<file path="src/rtl/bu_pred_fb.sv">
// bu_pred_fb: in-order prediction queue checked at branch resolve; drives predictor feedback and redirect.
// Define BU_PRED_STATS_EN to build the saturating resolve/mispredict counters.
package riscv_pkg;
    localparam int XLEN = 32;
endpackage

module bu_pred_fb
    import riscv_pkg::*;
#(
    parameter int PQ_DEPTH = 4
) (
    input  logic            clk,
    input  logic            reset_n,
    input  logic            dec_br_v_i,
    input  logic [XLEN-1:0] dec_br_pc_i,
    input  logic            dec_pred_v_i,
    input  logic            dec_pred_taken_i,
    input  logic [XLEN-1:0] dec_pred_pc_i,
    output logic            pq_full_o,
    input  logic            ex_br_v_i,
    input  logic [XLEN-1:0] ex_br_pc_i,
    input  logic            ex_taken_i,
    input  logic [XLEN-1:0] ex_target_i,
    output logic            pred_en_o,
    output logic [XLEN-1:0] bu_pc_branch_o,
    output logic [XLEN-1:0] bu_pc_target_o,
    output logic            bu_pred_feedback_q_o,
    output logic            bu_pred_success_q_o,
    output logic            bu_pred_failed_q_o,
    output logic            flush_o,
    output logic [XLEN-1:0] flush_pc_o,
    output logic [31:0]     stat_br_o,
    output logic [31:0]     stat_mis_o
);
    localparam int AW = $clog2(PQ_DEPTH);
    localparam int CW = AW + 1;

    typedef struct packed {
        logic [XLEN-1:0] pc;
        logic            pv;
        logic            pt;
        logic [XLEN-1:0] ppc;
    } ent_t;

    ent_t            ent_q [PQ_DEPTH];
    ent_t            head;
    logic [AW-1:0]   rd_ptr_q, rd_ptr_d, wr_ptr_q, wr_ptr_d;
    logic [CW-1:0]   cnt_q, cnt_d;
    logic            push, pop, hit, pv, pt, mis;
    logic [XLEN-1:0] fpc;
    logic            fb_q, fb_d, succ_q, succ_d, fail_q, fail_d, pen_q, pen_d, flush_q, flush_d;
    logic [XLEN-1:0] pcb_q, pcb_d, pct_q, pct_d, fpc_q, fpc_d;

    assign pq_full_o = cnt_q == CW'(PQ_DEPTH);
    assign pop       = ex_br_v_i & (cnt_q != '0);
    // A full queue still accepts a push when a pop frees a slot in the same cycle.
    assign push      = dec_br_v_i & (~pq_full_o | ex_br_v_i) & ~flush_q;
    assign head      = ent_q[rd_ptr_q];
    assign hit       = pop & (head.pc == ex_br_pc_i);
    assign pv        = hit & head.pv;
    assign pt        = pv & head.pt;
    assign mis       = (pt != ex_taken_i) | (pt & ex_taken_i & (head.ppc != ex_target_i));
    assign fpc       = ex_taken_i ? ex_target_i : ex_br_pc_i + XLEN'(4);

    always_comb begin
        rd_ptr_d = flush_q ? '0 : pop ? rd_ptr_q + AW'(1) : rd_ptr_q;
        wr_ptr_d = flush_q ? '0 : push ? wr_ptr_q + AW'(1) : wr_ptr_q;
        cnt_d    = flush_q ? '0 : cnt_q + CW'(push) - CW'(pop);
        fb_d     = ex_br_v_i;
        succ_d   = ex_br_v_i & ex_taken_i & pv;
        fail_d   = ex_br_v_i & ~ex_taken_i & pv;
        pen_d    = ex_br_v_i & ex_taken_i & ~pv;
        flush_d  = ex_br_v_i & mis;
        pcb_d    = ex_br_v_i ? ex_br_pc_i : pcb_q;
        pct_d    = ex_br_v_i ? ex_target_i : pct_q;
        fpc_d    = ex_br_v_i ? fpc : fpc_q;
    end

    always_ff @(posedge clk) begin
        if (push)
            ent_q[wr_ptr_q] <= '{pc: dec_br_pc_i, pv: dec_pred_v_i, pt: dec_pred_taken_i, ppc: dec_pred_pc_i};
    end

    always_ff @(posedge clk or negedge reset_n) begin
        if (!reset_n) begin
            rd_ptr_q <= '0;
            wr_ptr_q <= '0;
            cnt_q    <= '0;
            fb_q     <= 1'b0;
            succ_q   <= 1'b0;
            fail_q   <= 1'b0;
            pen_q    <= 1'b0;
            flush_q  <= 1'b0;
            pcb_q    <= '0;
            pct_q    <= '0;
            fpc_q    <= '0;
        end else begin
            rd_ptr_q <= rd_ptr_d;
            wr_ptr_q <= wr_ptr_d;
            cnt_q    <= cnt_d;
            fb_q     <= fb_d;
            succ_q   <= succ_d;
            fail_q   <= fail_d;
            pen_q    <= pen_d;
            flush_q  <= flush_d;
            pcb_q    <= pcb_d;
            pct_q    <= pct_d;
            fpc_q    <= fpc_d;
        end
    end

    assign bu_pred_feedback_q_o = fb_q;
    assign bu_pred_success_q_o  = succ_q;
    assign bu_pred_failed_q_o   = fail_q;
    assign pred_en_o            = pen_q;
    assign flush_o              = flush_q;
    assign bu_pc_branch_o       = pcb_q;
    assign bu_pc_target_o       = pct_q;
    assign flush_pc_o           = fpc_q;

`ifdef BU_PRED_STATS_EN
    logic [31:0] stat_br_q, stat_br_d, stat_mis_q, stat_mis_d;

    always_comb begin
        stat_br_d  = (ex_br_v_i & (stat_br_q != '1)) ? stat_br_q + 32'd1 : stat_br_q;
        stat_mis_d = (flush_d & (stat_mis_q != '1)) ? stat_mis_q + 32'd1 : stat_mis_q;
    end

    always_ff @(posedge clk or negedge reset_n) begin
        if (!reset_n) begin
            stat_br_q  <= '0;
            stat_mis_q <= '0;
        end else begin
            stat_br_q  <= stat_br_d;
            stat_mis_q <= stat_mis_d;
        end
    end

    assign stat_br_o  = stat_br_q;
    assign stat_mis_o = stat_mis_q;
`else
    assign stat_br_o  = '0;
    assign stat_mis_o = '0;
`endif
endmodule
</file>
<file path="config.mk">
export PLATFORM = sky130hd
export DESIGN_NAME = bu_pred_fb
export DESIGN_NICKNAME = d
export VERILOG_FILES = /design/src/rtl/bu_pred_fb.sv
export SDC_FILE = /design/constraint.sdc
export NUM_CORES = 1
export LEC_CHECK = 0
export ABC_AREA = 0
export CAP_MARGIN = 20
export CORE_MARGIN = 4
export CORE_UTILIZATION = 55
export CTS_CLUSTER_SIZE = 10
export DETAILED_ROUTE_END_ITERATION = 6
export DONT_BUFFER_PORTS = 1
export PLACE_DENSITY = 0.77
export REMOVE_ABC_BUFFERS = 1
export SYNTH_ARGS = -nofsm -noshare
export SYNTH_HDL_FRONTEND = slang
export SYNTH_SLANG_ARGS = --single-unit
</file>
<file path="constraint.sdc">
create_clock -name clk -period 4.1 [get_ports clk]
set_input_delay 0.615 -clock clk [delete_from_list [all_inputs] [get_ports clk]]
set_output_delay 0.615 -clock clk [all_outputs]
set_load 0.05 [all_outputs]
</file>
==> results.yml <==
critical_path:
  r2r_cells: 9
  cp_max_fo: 25
  r2r-start: "rd_ptr_q[0]"
  crit_top_cell: "nand4_1"
  start_kind: "register"
  crit_family: "simple AND/OR/NAND/NOR gates"
  r2r_setup_slack_ns: 0.58
  r2r_end: "flush_o"
  cp_num_buf_inv: 0
  cp_slowest_cell: "dfrtp_4"
  crit_chain: "mux4_2 > xnor2_1 > nand4_1 > nor4_1 > nand4_1 > nor2b_1 > ha_1 > nor3_1 > a31oi_1"
  path_class: "register to register"
  crit_arrival_ns: 3.91
  worstPathRequired_ns: 4.49
  cp_slowest_stage_delay_ns: 0.75
  crit_path_end_kind: "register"
power:
  seq_power_share: 0.485
  peakVddDrop_v: 0.000388
  p_comb_frac: 0.196
  intPower_uw: 7630
  clockPowerShare: 0.319
  p_sw_uw: 3130
  switching_share: 0.291
  p_leak_uw: 0.00605
  power_density_nw_per_um2: 623
floorplanning:
  row_count: 61
  ioPinCount: 301
  die_w_um: 178
  core_um2: 28200
  dieHeight_um: 178
  start_util: 0.564
  die_area_um2: 31600
final_layout:
  final_cell_mix: "edfxtp_1 (264), dfrtp_1 (106), mux2_2 (85)"
  area_growth_pct: 8.81
  num-nets-final: 1120
  n_antenna_cell: 0
  drive_above_1_share: 0.212
  final_common_cell: "edfxtp_1"
  final_util: 0.613
  final_cell_count_no_fill: 1388
timing:
  max_slew.worst_pin.slew_ns: 1.07
  fin_crit_sh: 0.859
  skew_ns: 0.0135
  max_slew_margin: 0.288
  final-hold-violation-count: 0
  setup-tns-final_ns: 0
  setup_viol: 0
  whs_ns: 0.0509
  min_period_ns: 3.52
  rsz0062_at_grt: "false"
  drv_slew: 0
  max_freq_mhz: 284
clocking:
  max-clock-path-buffers: 3
  clk_pin_slew_worst_paths_ns: 0.06
  clockRootBuffer: "clkbuf_16"
  clock_sinks: 372
  clk_latency_ns: 0.52
  cts_tree: "done"
  h-tree-depth: 2
  cts_buffers: 43
global_routing:
  grtUsageTotal: 0.228
  grt_max_degree: 119
  grt_overflow: 0
  antenna_found_initial: 4
  grt_pass1_vias: 8371
  grt_pass1_wl_mm: 53.1
placement:
  dp_cells: 1308
  dp_hpwl_mm: 24.3
  io_buffers: 0
  gp_congestion: 0.860
logic_synthesis:
  syn_area_um2: 15900
  seq_area_frac_synth: 0.670
  syn_avg_cell_area_um2: 16.5
  synth_cell_types: 46
  synthTopCellsByArea: "edfxtp_1 (50%), dfrtp_1 (17%), mux4_2 (8.4%), mux2_2 (6.0%), xnor2_1 (4.1%)"
  synthArstFlopShare: 0.290
  synth-seq-cells: 372
  synth-edff-count: 264
  synth_warnings: 0
  synth_top_area_cell: "edfxtp_1"
  synthCells: 962
  synth_top_flop_cell: "edfxtp_1"
  synth.top_cell.area_share: 0.499
routing:
  vias: 8130
  drcViolationCount: 0
  first_iter_violations: 791
  wire_per_inst_um: 26.1
  postRouteAntennaNets: 0
  drt_wl_total_mm: 36.3
  vias_per_cell: 5.86
  firstDrtPassIters: 7
run_status:
  outcome: "completed"
job:
  drv_cap: 0
min_path:
  holdCritPathClass: "input port to asynchronous set/reset pin"
[per-stage QoR]
step | total power, uW | cell area, um2 | setup slack [ns]
after global placement | 7360 | 16000 | 0.605
after global routing | 11200 | 17300 | 0.232
final | 10800 | 17300 | 0.577
after CTS | 10900 | 17300 | 0.495
after floorplan | 6950 | 15400 | -0.760
after detailed placement | 7410 | 16000 | 0.527
[power groups by stage]
stage | Combinational, uW | Clock (uW) | Sequential, uW
6_report | 2100 | 3430 | 5230
2_1_floorplan | 1620 | 0 | 5330
5_1_grt | 2290 | 3670 | 5280
4_1_cts | 2150 | 3500 | 5240
3_5_place_dp | 2110 | 0 | 5310
3_3_place_gp | 2070 | 0 | 5290
[how the worst max path moves through the flow]
| stage | start | end | depth (start not counted) | slack [ns] |
|---|---|---|---|---|
| final | rd_ptr_q[0] | flush_o | 9 | 0.58 |
| after global routing | rd_ptr_q[0] | flush_o | 10 | 0.23 |
| after CTS | rd_ptr_q[0] | flush_o | 10 | 0.50 |
| after detailed placement | rd_ptr_q[0] | flush_o | 10 | 0.53 |
| after floorplan | rd_ptr_q[0] | flush_o | 9 | -0.76 |
| after global placement | rd_ptr_q[0] | flush_o | 9 | 0.61 |
[cells in the mapped netlist, drive strengths merged, types with 4 or more instances]
library cell	number
buf	84
o22ai	12
xor2	17
a21oi	6
edfxtp	264
mux2i	16
o21ai	29
nand3	11
mux4	59
nor2	33
nor4	9
clkbuf	23
mux2	89
nand2	31
dfrtp	108
ha	8
and2	5
xnor2	74
nand4	20
nor2b	5
and3	4
nor3	4
inv	30
[metal layers]
layer	global-route usage	wire, um
met1	0.290	13400
met2	0.366	17500
met3	0.0807	3990
met4	0.0806	1350
met5	0	47
[flip-flops by register name, indices dropped and copies added (netlist names)]
signal,cells
flush_pc_o,32
cnt_q,3
bu_pc_branch_o,32
flush_o,1
rd_ptr_q,2
bu_pred_feedback_q_o,1
wr_ptr_q,2
ent_q,264
bu_pc_target_o,32
bu_pred_success_q_o,1
bu_pred_failed_q_o,1
pred_en_o,1
[what timing repair did]
item	in CTS	in global routing
hold endpoints to repair	108	0
setup buffers	0	0
hold buffers	1	0
gates resized for setup	0	0
[worst register-to-register path, delay by kind of cell (launching register included)]
kind,cells,cell delay (ns)
AOI/OAI and AO/OA,1,0.11
DFF,1,0.75
muxes,1,0.62
adders and majority gates,1,0.26
and+or+nand+nor,5,1.47
xor gates and xnor gates,1,0.19
[layout make-up]
type,count,area (um2)
Multi-Input combinational cell,516,4670
Inverter,30,113
Clock buffer,78,1260
Clock inverter,1,5.00
Timing Repair Buffer,13,118
Tap cell,378,473
Fill cell,2012,10900
Sequential cell,372,10600
[logic make-up after synthesis]
kind of cell	count (synthesis)	share of synthesized area
muxes	164	0.157
DFF	372	0.670
and+or+nand+nor	127	0.0407
buffers and inverters	137	0.0515
xor gates and xnor gates	91	0.0502
AOI/OAI and AO/OA	61	0.0233
other	1	0.000236
adders and majority gates	9	0.00757
Power figures use the tool's default switching activity.
